===== src/rtl/cond_exec_mreg.sv =====
// Execute-stage condition check against the owned NZCV register, plus the
// E->M pipeline register with flush-over-stall priority and gated side effects.
module cond_exec_mreg #(
    parameter int WIDTH = 32
) (
    input  logic             clk,
    input  logic             reset,
    input  logic             PCSrcE,
    input  logic             RegWriteE,
    input  logic             MemtoRegE,
    input  logic             MemWriteE,
    input  logic [1:0]       FlagWriteE,
    input  logic [3:0]       CondE,
    input  logic [3:0]       ALUFlags,
    input  logic [WIDTH-1:0] ALUResultE,
    input  logic [WIDTH-1:0] WriteDataE,
    input  logic [3:0]       WA3E,
    input  logic             StallM,
    input  logic             FlushM,
    output logic             CondExE,
    output logic             BranchTakenE,
    output logic [3:0]       Flags,
    output logic             PCSrcM,
    output logic             RegWriteM,
    output logic             MemtoRegM,
    output logic             MemWriteM,
    output logic [WIDTH-1:0] ALUResultM,
    output logic [WIDTH-1:0] WriteDataM,
    output logic [3:0]       WA3M
);

    logic [3:0]       r_flags;
    logic             r_pcsrc_m;
    logic             r_regwrite_m;
    logic             r_memtoreg_m;
    logic             r_memwrite_m;
    logic [WIDTH-1:0] r_alu_result_m;
    logic [WIDTH-1:0] r_write_data_m;
    logic [3:0]       r_wa3_m;

    logic w_n, w_z, w_c, w_v;
    logic w_cond_ex;
    logic w_flag_en;

    // Decode always sees the registered flags; there is no bypass from ALUFlags.
    assign {w_n, w_z, w_c, w_v} = r_flags;

    always_comb begin
        w_cond_ex = 1'b0;
        case (CondE)
            4'b0000: w_cond_ex = w_z;
            4'b0001: w_cond_ex = ~w_z;
            4'b0010: w_cond_ex = w_c;
            4'b0011: w_cond_ex = ~w_c;
            4'b0100: w_cond_ex = w_n;
            4'b0101: w_cond_ex = ~w_n;
            4'b0110: w_cond_ex = w_v;
            4'b0111: w_cond_ex = ~w_v;
            4'b1000: w_cond_ex = w_c & ~w_z;
            4'b1001: w_cond_ex = ~w_c | w_z;
            4'b1010: w_cond_ex = (w_n == w_v);
            4'b1011: w_cond_ex = (w_n != w_v);
            4'b1100: w_cond_ex = ~w_z & (w_n == w_v);
            4'b1101: w_cond_ex = w_z | (w_n != w_v);
            4'b1110: w_cond_ex = 1'b1;
            default: w_cond_ex = 1'b0;
        endcase
    end

    assign w_flag_en    = w_cond_ex & ~StallM & ~FlushM;
    assign CondExE      = w_cond_ex;
    assign BranchTakenE = PCSrcE & w_cond_ex;

    // N,Z and C,V halves are written independently.
    always_ff @(posedge clk or negedge reset) begin
        if (!reset) begin
            r_flags <= 4'b0000;
        end else begin
            if (FlagWriteE[1] && w_flag_en) r_flags[3:2] <= ALUFlags[3:2];
            if (FlagWriteE[0] && w_flag_en) r_flags[1:0] <= ALUFlags[1:0];
        end
    end

    // A failed condition still loads a valid entry, only its side effects cleared.
    always_ff @(posedge clk or negedge reset) begin
        if (!reset) begin
            r_pcsrc_m      <= 1'b0;
            r_regwrite_m   <= 1'b0;
            r_memtoreg_m   <= 1'b0;
            r_memwrite_m   <= 1'b0;
            r_alu_result_m <= '0;
            r_write_data_m <= '0;
            r_wa3_m        <= 4'd0;
        end else if (FlushM) begin
            r_pcsrc_m      <= 1'b0;
            r_regwrite_m   <= 1'b0;
            r_memtoreg_m   <= 1'b0;
            r_memwrite_m   <= 1'b0;
            r_alu_result_m <= '0;
            r_write_data_m <= '0;
            r_wa3_m        <= 4'd0;
        end else if (!StallM) begin
            r_pcsrc_m      <= PCSrcE & w_cond_ex;
            r_regwrite_m   <= RegWriteE & w_cond_ex;
            r_memtoreg_m   <= MemtoRegE;
            r_memwrite_m   <= MemWriteE & w_cond_ex;
            r_alu_result_m <= ALUResultE;
            r_write_data_m <= WriteDataE;
            r_wa3_m        <= WA3E;
        end
    end

    assign Flags      = r_flags;
    assign PCSrcM     = r_pcsrc_m;
    assign RegWriteM  = r_regwrite_m;
    assign MemtoRegM  = r_memtoreg_m;
    assign MemWriteM  = r_memwrite_m;
    assign ALUResultM = r_alu_result_m;
    assign WriteDataM = r_write_data_m;
    assign WA3M       = r_wa3_m;

endmodule


===== config.mk =====
export PLATFORM = sky130hd
export DESIGN_NAME = cond_exec_mreg
export DESIGN_NICKNAME = d
export VERILOG_FILES = /design/src/rtl/cond_exec_mreg.sv
export SDC_FILE = /design/constraint.sdc
export NUM_CORES = 1
export LEC_CHECK = 0
export ABC_AREA = 1
export BUFFER_PORTS_ARGS = -buffer_cell sky130_fd_sc_hd__buf_2
export CORE_MARGIN = 2
export CORE_UTILIZATION = 47
export DETAILED_ROUTE_END_ITERATION = 8
export PLACE_DENSITY = 0.91
export SLEW_MARGIN = 20
export SYNTH_ARGS = -nofsm -noshare
export SYNTH_HDL_FRONTEND = slang
export SYNTH_SLANG_ARGS = --single-unit

===== constraint.sdc =====
create_clock -name clk -period 2.43 [get_ports clk]
set_clock_uncertainty 0.2 [all_clocks]
set_input_delay 0.243 -clock clk [delete_from_list [all_inputs] [get_ports clk]]
set_output_delay 0.243 -clock clk [all_outputs]
set_load 0.01 [all_outputs]

## Word-level counts from Yosys, hierarchy flattened

Index checks and enable logic that the tools add are counted.

| word-level totals | value |
|---|---|
| register bits | 76 |
| input bits | 86 |
| logic and storage cells | 59 |

| cells by class | value |
|---|---|
| equality and inequality tests | 17 |
| multiplexer cells | 15 |
| bitwise operators | 15 |
| reductions and logical operators | 3 |

Operators with widths:

| operator | count |
|---|---|
| 32-bit two-way mux | 4 |
| 4-bit equality test (second input constant) | 7 |
| 4-bit by 3-bit equality test with 1-bit output (second input constant) | 4 |
| 1-bit case mux with 15 select lines | 1 |
| 4-bit by 2-bit equality test with 1-bit output (second input constant) | 2 |
| 1-bit two-way mux | 8 |
| 4-bit two-way mux | 2 |
| 1-bit AND | 7 |
| 1-bit NOT | 6 |
| 4-bit by 1-bit equality test with 1-bit output (second input constant) | 1 |
| 4-bit logical NOT | 1 |
| 1-bit logical AND | 2 |
| 2-bit by 1-bit != test with 1-bit output (second input constant) | 1 |
| 1-bit OR | 2 |
| 1-bit equality test | 1 |
| 1-bit != test | 1 |

## Logic depth before layout (Yosys ltp)

| logic depth | value |
|---|---|
| depth after elaboration | 6 |
| gate-level depth with buffers | 12 |
| depth with buffers taken out | 12 |

## Worst setup path after synthesis

Ideal clock, no wire load.

| path | value |
|---|---|
| path type | register to output |
| from | register r_flags[3] (netlist: Flags[3]) |
| to | output BranchTakenE |
| data arrival time | 1.102 ns |
| path slack | 0.885 ns |
| stages on the path, launching flop included | 10 |
| path buffers | 0 |
| path through | dfrtp_1 > inv_1 > nand2_1 > nand2_1 > nand2_1 > nand2_1 > nand2_1 > nand2_1 > nor2_4 > a21oi_1 |

| on the way | value |
|---|---|
| word-level cells in the longest chain between the ends | 4 |

Ends and longest elaborated chain:

| what | RTL line | text |
|---|---|---|
| start: declaration | 32 | `logic [3:0] r_flags;` |
| start signal: assignment | 79 | `if (FlagWriteE[1] && w_flag_en) r_flags[3:2] <= ALUFlags[3:2];` |
| 1-bit != test or 1-bit equality test (tied branches) | n/a |  |
| 1-bit OR or 1-bit AND (tied branches) | 64, 63 |  |
| 1-bit case mux with 15 select lines (*) | 50 | `case (CondE)` |
| 1-bit AND (*) | 72 | `assign BranchTakenE = PCSrcE & w_cond_ex;` |
| end: declaration | 21 | `output logic BranchTakenE,` |

Every way passes the cells marked *; elsewhere a longest branch is shown, timed or not.

## Worst setup path in the final report

| path | value |
|---|---|
| from | register r_flags[0] (netlist: Flags[0]) |
| to | register r_flags[2] (netlist: Flags[2]) |

| on the way | value |
|---|---|
| word-level cells in the longest chain between the ends | 6 |

Ends and longest elaborated chain:

| what | RTL line | text |
|---|---|---|
| start signal: assignment | 80 | `if (FlagWriteE[0] && w_flag_en) r_flags[1:0] <= ALUFlags[1:0];` |
| 1-bit != test or 1-bit equality test (tied branches) | n/a |  |
| 1-bit OR or 1-bit AND (tied branches) | 64, 63 |  |
| 1-bit case mux with 15 select lines (*) | 50 |  |
| 1-bit AND (*) (2 in a row) | 70 | `assign w_flag_en = w_cond_ex & ~StallM & ~FlushM;` |
| 1-bit logical AND (*) | 79 |  |

Marked as above.
A chain may end at the register's enable or synchronous reset.

==> out/qor.txt <==
outcome -> completed
Fill cells -> 340
Port Buffers -> 163
Clk Latency, worst-skew pair -> 0.33 ns
area share of the largest cell type after synthesis -> 64.7%
H-tree depth -> 3
Post-DP Area -> 3830 µm²
Clk pin slew, worst setup/hold paths -> 0.07 ns
drt first pass iters -> 5
CP Capture Type -> flop
post-synthesis sequential area ratio -> 64.7%
Unique masters post-synth -> 19
detailed placement HPWL -> 5930 µm
Post-DRT Antenna Nets -> 0
Num CTS Buffers -> 9
buffer and inverter count on the worst path -> 1
global-route usage over all layers -> 34.0%
Post-Syn Instances -> 239
CP Class -> reg -> reg
post-synth net total -> 325
worst r2r src -> Flags[0]$_DFFE_PN0P_
PwrDens -> 653 nW/µm²
FP Rows -> 28
Via density -> 5.66
Worst Min Path Start -> ALUFlags[0]
Max clock buf depth -> 2
CP max stage delay -> 0.56 ns
fin crit share -> 92.5%
RSZ-0062 raised after global routing -> no
GRT overflow -> 0
root buffer cell -> clkbuf_8
# diodes -> 0
DIE AREA -> 6900 µm²
Slowest-stage cell, CP -> dlygate4sd3_1
Max VDD drop -> 0.552 mV
minimum clock period -> 2.25 ns
Layout Nets -> 566
vias in the first global route -> 3407
synthesized area -> 2940 µm²
share of layout cells above drive strength 1 -> 40.3%
largest net degree at the start of global routing -> 77
setup TNS -> 0 ns
global-route wire length before repair -> 18000 µm
max_cap viols -> 0
Yosys top cell by area -> dfrtp_1
worst path required time -> 2.45 ns
Largest delay share family, worst path -> simple AND/OR/NAND/NOR gates
Initial Util -> 49.0%
Area growth syn-to-layout -> 64.0%
DRC -> 0
fin area -> 4820 µm²
CTS-repair resized insts -> 0
most instantiated library cell after synthesis -> dfrtp_1
hold_buf cts -> 78
total core area -> 5990 µm²
CP Max Fanout -> 10
CTS tree -> yes
Synth Warn # -> 0
DRT Wirelength -> 11500 µm
Post-synth EDFFs -> 0
max-slew violations -> 0
Startpoint Class -> flop
top post-synthesis cells by count -> dfrtp_1 (76), a22o_1 (69), nand2_1 (33)
worst-path cell chain -> o21ai_0, nand2_1, nand2_1, nand2_1, nor2_2, nand2_4, nand4_1, dlygate4sd3_1, nand2_1
I/O pin cnt -> 164
CP dominant cell by count -> nand2_1
Fin. Hold Viols -> 0
postcts setup bufs -> 0
Worst Path Arrival -> 2.27 ns
number of synthesized register bits -> 76
die width -> 83.1 µm
placer's final routability congestion estimate -> 1.00
DR iter-0 viols -> 185
final setup vio count -> 0
syn avg cell area -> 12.3 µm²
Slew @ Worst Pin -> 0.929 ns
P_leak -> 2.63 nW
Slew headroom -> 38.1%
Chip Height -> 83.1 µm
Num Clock Sinks -> 76
synth top area cells -> dfrtp_1 (65%), a22o_1 (21%), nand2_1 (4.2%)
top_reg_cell synth -> dfrtp_1
FMAX -> 445 MHz
via count of the routed design -> 3166
crit path from -> Flags[0]$_DFFE_PN0P_
async set or reset register ratio after synthesis -> 100%
initial antenna violation count -> 0
Hold Path Class -> in -> reg
wire per inst -> 20.5 µm
tightest hold or removal path, stage by stage:
cell	delay [ns]
buf_2	0.10
nand4_1	0.11
nand2_1	0.06
stage by stage:
stage / hold WS (ns) / power, mW / util [%] / cells / setup slack (ns)
after floorplan: -0.253 / 1.74 / - / 239 / 0.885
after global placement: 0.225 / 1.99 / 63.9 / 466 / 0.795
after detailed placement: 0.241 / 2.02 / 63.9 / 466 / 0.716
after CTS: 0.00136 / 3.10 / 80.4 / 559 / 0.282
after global routing: 0.0203 / 3.27 / 80.4 / 559 / 0.0750
final: 0.0257 / 3.15 / 80.4 / 559 / 0.183
power by group:
group / internal, mW / switching [mW]
registers: 1.36 / 0.0918
clock network: 0.554 / 0.457
logic: 0.314 / 0.366
total: 2.23 / 0.915
flip-flops by register name, indices dropped and copies added, names as in the netlist:
signal and count:
Flags 4, MemtoRegM 1, ALUResultM 32, WA3M 4, MemWriteM 1, PCSrcM 1, RegWriteM 1, WriteDataM 32
final cells by class:
type | instances | area [µm²] | area share (%)
inverter | 12 | 45.0 | 0.935
clock inverter | 3 | 45.0 | 0.935
tap | 75 | 93.8 | 1.95
timing repair buffer | 245 | 1630 | 33.8
multi-input combinational | 136 | 938 | 19.5
clock buffer | 12 | 165 | 3.43
sequential | 76 | 1900 | 39.5
cells in the final DEF, fill, tap and decap left out:
cell type and instances:
nor2_2 1, nor2_4 3, clkbuf_8 12, a21oi_2 1
inv_2 3, a21oi_1 2, clkinvlp_4 2, nor2_1 6
nand3_2 2, nand3_1 10, nand2_4 1, buf_4 5
inv_1 9, dlygate4sd3_1 78, a22o_1 69, bufinv_16 1
nand2_2 2, dfrtp_1 76, nand2_1 33, nor3_1 1
nand4_1 4, o21ai_0 1, buf_2 162
per-layer routing:
metal / part of all wire (%) / vias to the layer above / global-route usage, %
met5: 0 / - / 0
met4: 4.5 / 0 / 18.6
met3: 8.4 / 42 / 7.65
met2: 52 / 241 / 58.1
met1: 35 / 1534 / 39.6
li1: - / 1349 / -
kinds of logic (layout without fill, tap and decap cells):
logic type | count (synthesis) | after routing | synth area share (%)
AO/OA/AOI/OAI | 73 | 73 | 21.4
flip-flops | 76 | 76 | 64.7
buffers and inverters | 27 | 272 | 3.83
AND/OR/NAND/NOR | 63 | 63 | 10.1
path summary, 6_finish.rpt:
path	end	slack, ns	cells past startpoint
setup / recovery	Flags[2]$_DFFE_PN0P_	0.18	9
hold / removal	Flags[0]$_DFFE_PN0P_	0.03	3
setup reg to reg	Flags[2]$_DFFE_PN0P_	0.18	9
hold reg to reg	RegWriteM$_DFFE_PN0P_	0.28	2
max in group asynchronous	PCSrcM$_DFFE_PN0P_	1.03	2
min in group asynchronous	ALUResultM[17]$_DFFE_PN0P_	0.38	2
Power figures use the tool's default switching activity.
